### src/rtl/gray_rgb_pkg.sv
// Shared definitions for the gray-to-RGB565 custom instruction.
// Function codes, FSM encoding and the counter saturation helper.
package gray_rgb_pkg;

  localparam logic [1:0] FN_LOAD   = 2'd0;
  localparam logic [1:0] FN_HI     = 2'd1;
  localparam logic [1:0] FN_STATUS = 2'd2;
  localparam logic [1:0] FN_CLEAR  = 2'd3;

  localparam logic [15:0] PIXCOUNT_MAX = 16'hFFFF;

  typedef enum logic [1:0] {
    IDLE = 2'd0,
    EXEC = 2'd1,
    DONE = 2'd2
  } state_t;

  // Add two pixels to the counter, sticking at the maximum.
  function automatic logic [15:0] sat_add2(input logic [15:0] cnt);
    logic [16:0] sum;
    sum = {1'b0, cnt} + 17'd2;
    return sum[16] ? PIXCOUNT_MAX : sum[15:0];
  endfunction

endpackage

### src/rtl/gray8_to_rgb565.sv
// Expands one 8-bit gray pixel to RGB565 by truncation.
// All three channels take the top bits of the gray value.
module gray8_to_rgb565 (
  input  logic [7:0]  gray,
  output logic [15:0] rgb
);

  // Pack {R5, G6, B5} straight from the gray MSBs.
  always_comb begin
    rgb = {gray[7:3], gray[7:2], gray[7:3]};
  end

endmodule

### src/rtl/gray_to_rgb565_ise.sv
// Gray-to-RGB565 custom instruction: buffers 4 gray pixels,
// returns them as two RGB565 pairs, counts pixels produced.
module gray_to_rgb565_ise
  import gray_rgb_pkg::*;
#(
  parameter logic [7:0] customInstructionId = 8'd15
) (
  input  logic        clock,
  input  logic        reset,
  input  logic        start,
  input  logic [7:0]  iseId,
  input  logic [31:0] valueA,
  input  logic [31:0] valueB,
  output logic        done,
  output logic [31:0] result
);

  state_t      state_q, state_d;
  logic [1:0]  fn_q, fn_d;
  logic [31:0] buf_q, buf_d;
  logic        buf_valid_q, buf_valid_d;
  logic [15:0] pix_count_q, pix_count_d;
  logic [31:0] res_q, res_d;

  logic [15:0] half_sel;
  logic [15:0] rgb_lo, rgb_hi;
  logic        accept;
  logic        unused_ok;

  assign unused_ok = ^valueB[31:2];

  assign accept = start && (iseId == customInstructionId)
                  && (state_q == IDLE);

  // HI reads the upper gray pair, everything else the lower one.
  always_comb begin
    half_sel = (fn_q == FN_HI) ? buf_q[31:16] : buf_q[15:0];
  end

  gray8_to_rgb565 u_lo (
    .gray (half_sel[7:0]),
    .rgb  (rgb_lo)
  );

  gray8_to_rgb565 u_hi (
    .gray (half_sel[15:8]),
    .rgb  (rgb_hi)
  );

  // Next-state, result and bookkeeping for one CI call.
  always_comb begin
    state_d     = state_q;
    fn_d        = fn_q;
    buf_d       = buf_q;
    buf_valid_d = buf_valid_q;
    pix_count_d = pix_count_q;
    res_d       = res_q;
    unique case (state_q)
      IDLE: begin
        if (accept) begin
          state_d = EXEC;
          fn_d    = valueB[1:0];
          if (valueB[1:0] == FN_LOAD) begin
            buf_d       = valueA;
            buf_valid_d = 1'b1;
          end
        end
      end
      EXEC: begin
        state_d = DONE;
        unique case (fn_q)
          FN_LOAD:   res_d = {rgb_hi, rgb_lo};
          FN_HI:     res_d = buf_valid_q ? {rgb_hi, rgb_lo} : 32'd0;
          FN_STATUS: res_d = {15'd0, buf_valid_q, pix_count_q};
          default:   res_d = 32'd0;
        endcase
      end
      DONE: begin
        state_d = IDLE;
        unique case (fn_q)
          FN_LOAD: pix_count_d = sat_add2(pix_count_q);
          FN_HI: begin
            if (buf_valid_q) pix_count_d = sat_add2(pix_count_q);
          end
          FN_CLEAR: begin
            buf_d       = 32'd0;
            buf_valid_d = 1'b0;
            pix_count_d = 16'd0;
          end
          default: ;
        endcase
      end
      default: state_d = IDLE;
    endcase
  end

  // State and datapath registers.
  always_ff @(posedge clock or posedge reset) begin
    if (reset) begin
      state_q     <= IDLE;
      fn_q        <= FN_LOAD;
      buf_q       <= 32'd0;
      buf_valid_q <= 1'b0;
      pix_count_q <= 16'd0;
      res_q       <= 32'd0;
    end else begin
      state_q     <= state_d;
      fn_q        <= fn_d;
      buf_q       <= buf_d;
      buf_valid_q <= buf_valid_d;
      pix_count_q <= pix_count_d;
      res_q       <= res_d;
    end
  end

  // Result is only visible during the completion cycle.
  always_comb begin
    done   = (state_q == DONE);
    result = done ? res_q : 32'd0;
  end

endmodule
### config.mk
export PLATFORM = sky130hd
export DESIGN_NAME = gray_to_rgb565_ise
export DESIGN_NICKNAME = d
export VERILOG_FILES = /design/src/rtl/gray_rgb_pkg.sv /design/src/rtl/gray8_to_rgb565.sv /design/src/rtl/gray_to_rgb565_ise.sv
export SDC_FILE = /design/constraint.sdc
export NUM_CORES = 1
export LEC_CHECK = 0
export ABC_AREA = 1
export CAP_MARGIN = 15
export CORE_ASPECT_RATIO = 0.5
export CORE_MARGIN = 3
export CORE_UTILIZATION = 63
export CTS_CLUSTER_SIZE = 20
export DETAILED_ROUTE_END_ITERATION = 16
export DONT_BUFFER_PORTS = 1
export PLACE_DENSITY = 0.79
export SYNTH_ARGS = -nofsm -noshare
export SYNTH_HDL_FRONTEND = slang
export SYNTH_SLANG_ARGS = --single-unit
export TNS_END_PERCENT = 50
### constraint.sdc
create_clock -name clock -period 2.5 [get_ports clock]
set_input_delay 0.375 -clock clock [delete_from_list [all_inputs] [get_ports clock]]
set_output_delay 0.375 -clock clock [all_outputs]
set_load 0.1 [all_outputs]
[After elaboration in Yosys (flattened, before gate mapping)]
Cells that the tools add are included.
Cells by class
  add/subtract/negate cells: 1
  eq/ne operators: 10
  multiplexer cells: 17
  reduce and logical (&&, ||, !) cells: 10
Operators by type and width (number)
  $mux W32: 5
  $pmux W32 S3: 1
  $pmux W32 S2: 1
  $mux W16: 3
  $pmux W16 S3: 1
  $add A16 B2 Y17 const B: 1
  $eq A8 B4 Y1 const B: 1
  $eq A2 B2 Y1 const B: 3
  $logic_not A2 Y1: 3
  $eq A2 B1 Y1 const B: 2
  $ne A2 B1 Y1 const B: 2
  $ne A2 B2 Y1 const B: 2
  $pmux W2 S2: 1
  $reduce_and A4 Y1: 1
  $mux W1: 3
  $reduce_and A3 Y1: 1
  $reduce_bool A3 Y1: 1
  $logic_and A1 B1 Y1: 2
  $mux W2: 1
  $pmux W1 S2: 1
  $reduce_and A2 Y1: 1
  $reduce_bool A2 Y1: 1
Word-level totals
  bits in registers: 85
  word-level logic and storage cells: 44

[Depth between registers and ports, before layout]
  depth in word-level cells: 5
  depth in mapped cells: 9
  depth with buffers taken out: 8

[Cells and area by module]
A second synthesis with hierarchy kept.
Second synthesis, totals
  cell total of the unflattened synthesis: 624
  area, all modules: 4812.1 sq um
By module, submodules not included
  gray_to_rgb565_ise: times used 1, cells an instance 592, area each 4571.9 sq um
  gray8_to_rgb565: times used 2, cells an instance 16, area each 120.1 sq um

[Worst setup path before layout]
OpenSTA, ideal clock, no wires.
  path type: reg2out
  start point: register state_q[0]
  end point: output port result[23]
  arrival time: 3255 ps
  slack: -1130 ps
  stages on the path, launching flop included: 7
  cell sequence: dfrtp_1 > nor2_4 > inv_2 > buf_2 > buf_2 > nor2_1 > buf_4
Between the ends
  word-level cells in the longest chain between the ends: 2
RTL lines
  start: declaration: line gray_to_rgb565_ise.sv:18  | state_t state_q, state_d;
  start signal: assignment: line gray_to_rgb565_ise.sv:107  | state_q <= state_d;
  $eq A2 B2 Y1: line gray_to_rgb565_ise.sv:118  | done = (state_q == DONE);
  named net done: line gray_to_rgb565_ise.sv:14  | output logic done,
  $mux W32: line gray_to_rgb565_ise.sv:119  | result = done ? res_q : 32'd0;
  end: declaration: line gray_to_rgb565_ise.sv:15  | output logic [31:0] result
The timed path passes the listed nets, and every way through them passes these cells.

[Worst setup path after layout]
  start point: register state_q[1]
  end point: output port result[0]
Between the ends
  word-level cells in the longest chain between the ends: 2
RTL lines (line)
  $eq A2 B2 Y1: gray_to_rgb565_ise.sv:118
  $mux W32: gray_to_rgb565_ise.sv:119
No other way between the ends.

==> impl_metrics.json <==
{
  "yosysTopAreaCellShare": 0.471,
  "place_hpwl_um": 6450,
  "critical_path.endpoint_type": "output pin",
  "critPathBufInv": 4,
  "violations": "negative hold slack",
  "nFillCells": 252,
  "grt_pass1_wl_um": 16500,
  "drt.antenna.violating_nets": 0,
  "postCtsSetupRepairBufs": 0,
  "port_buffers": 0,
  "clock.fmax_mhz": 424,
  "fin_ws_ns": 0.143,
  "die_y_um": 59.5,
  "syn_inst": 477,
  "cp.arrival_ns": 1.98,
  "max_stage_delay_ns": 0.46,
  "wirelength_um": 9950,
  "avgSynthCellArea_um2": 7.57,
  "crit_family": "buffers and inverters",
  "synthTopCellsByArea": "dfrtp_1 (47%), nand2_1 (16%), inv_1 (5.5%)",
  "postCtsHoldBufs": 0,
  "drv_cap": 0,
  "coreArea_um2": 5230,
  "clk_pin_slew_ns": 0.06,
  "fin_hold_ws_ns": -0.00537,
  "multi_input_area_um2": 1600,
  "cts_root_buf": "clkbuf_16",
  "critPathSlowestCell": "inv_2",
  "cts_tree": "done",
  "dpl_cell_area_um2": 4160,
  "clkLatencyLatePin_ns": 0.34,
  "gr-total-overflow": 0,
  "r2r_slack_ns": 0.27,
  "place_ws_ns": 0.419,
  "initial_core_util": 0.691,
  "grt_pass1_vias": 3392,
  "cp_max_fo": 25,
  "p_leak_nw": 2.14,
  "fp.dieW_um": 113,
  "vias": 3395,
  "ys_types": 29,
  "worstHoldPathType": "in2async",
  "setup_violations": 0,
  "synth_top_area_cell": "dfrtp_1",
  "clock_sinks": 68,
  "final_nets": 568,
  "rsz0062_at_grt": "false",
  "yosys_register_bits": 68,
  "row_count": 18,
  "drtIter0Drc": 412,
  "async_reset_ff_frac": 1.00,
  "period_needed_ns": 2.36,
  "cts_resized": 0,
  "fin_crit_sh": 0.943,
  "syn-num-nets": 553,
  "r2r-end": "pix_count_q[5]",
  "die_area_um2": 6730,
  "synth-edff-count": 0,
  "drive_above_1_share": 0.173,
  "pin_count": 108,
  "ys_top_cells_by_count": "nand2_1 (151), dfrtp_1 (68), inv_1 (53)",
  "crit-reg2reg-launch": "state_q[0]",
  "setup_tns_ns": 0,
  "crit_start": "state_q[1]",
  "cts_made_buffers": 9,
  "drtPass1Iterations": 8,
  "place.gp.congestion": 1.02,
  "relSlewSlack": 0.509,
  "syn_to_final_growth_pct": 25.5,
  "register_area_um2": 1700,
  "ys_seq_area_frac": 0.471,
  "reg2reg_depth": 6,
  "yosysWarnings": 0,
  "drc": 0,
  "antenna_found_initial": 0,
  "outcome": "finished with violations",
  "cts_max_level": 3,
  "slew_violations": 0,
  "p_total_mw": 2.83,
  "finalClockSkew_ns": 0.00550,
  "hold_viol": 3,
  "p_per_area_nw_per_um2": 625,
  "yosysMostFrequentCell": "nand2_1",
  "synth_ff_type": "dfrtp_1",
  "diodes": 0,
  "via_per_inst": 5.99,
  "fin_area_um2": 4530,
  "syn_area_um2": 3610,
  "crit_type": "reg2out",
  "worstPathRequired_ns": 2.12,
  "crit_end": "result[0]",
  "start_kind": "register",
  "wire_per_inst_um": 17.6,
  "clockBufferDepth": 2,
  "worst_pin_slew_ns": 0.734,
  "peakVddDrop_v": 0.000564,
  "crit_path_cell_trace": "inv_1 > nor2_4 > inv_2 > buf_4 > nor2_2 > buf_12",
  "grt_start_max_net_pins": 69,
  "cp_num_cells": 6,
  "grt_usage": 0.323
}
-- state kept, by name, summed over array words and instances (netlist names) --
| name | flops |
|---|---|
| res_q | 23 |
| pix_count_q | 16 |
| state_q | 2 |
| fn_q | 2 |
| buf_valid_q | 1 |
| buf_q | 24 |
-- cell families after synthesis --
logic type / Yosys count / share of synthesized area
compound gates: 60 / 0.0929
xor+xnor: 2 / 0.00485
fa+ha+maj: 1 / 0.00346
buf+inv: 84 / 0.112
flops: 68 / 0.471
mux: 1 / 0.00277
simple gates: 261 / 0.313
-- layout by cell type, fill, tap and decap left out, drive strengths merged, types with 10 or more instances in the layout --
cell and count:
nand3 24, buf 34, a21oi 18, o21ai 32, nand4 31, inv 54
nand2 154, clkbuf 10, nor2 50, dfrtp 68
-- worst register-to-register path: stages (launching register included) --
cell and delay, ns:
dfrtp_1 0.44, nor2_4 0.13, buf_4 0.31, nand2_1 0.32
inv_1 0.42, nand3_2 0.33, nand3_1 0.20
-- stage by stage --
stage	utilization	cells
6_report	0.868	567
5_1_grt	0.868	567
4_1_cts	0.868	567
3_5_place_dp	0.796	551
3_3_place_gp	0.796	551
2_1_floorplan	-	477
-- layout make-up --
| cell class | instances | area share |
|---|---|---|
| Tap cell | 70 | 0.0193 |
| Clock buffer | 10 | 0.0527 |
| Sequential cell | 68 | 0.375 |
| Clock inverter | 6 | 0.0298 |
| Timing Repair Buffer | 34 | 0.125 |
| Inverter | 54 | 0.0447 |
| Multi-Input combinational cell | 325 | 0.353 |
-- power by group --
group          switching (mW)  internal, mW  leakage (nW)
Sequential             0.0165          1.12         0.946
Combinational          0.0812        0.0291          1.01
Clock                   0.481          1.10         0.175
Total                   0.578          2.25          2.14
-- worst min path at each step --
stage                        start             end
floorplan           pix_count_q[0]  pix_count_q[0]
global placement             reset        res_q[3]
detailed placement           reset        res_q[3]
CTS                          reset  pix_count_q[4]
global route                 reset       res_q[10]
finish                       reset        res_q[1]
-- routing by layer --
metal / up-vias / share of wire / track usage
li1: 1550 / - / -
met1: 1627 / 0.39 / 0.380
met2: 190 / 0.50 / 0.570
met3: 28 / 0.095 / 0.122
met4: 0 / 0.019 / 0.0839
met5: - / 0 / 0
No activity file was read; power rests on OpenSTA's default activity.
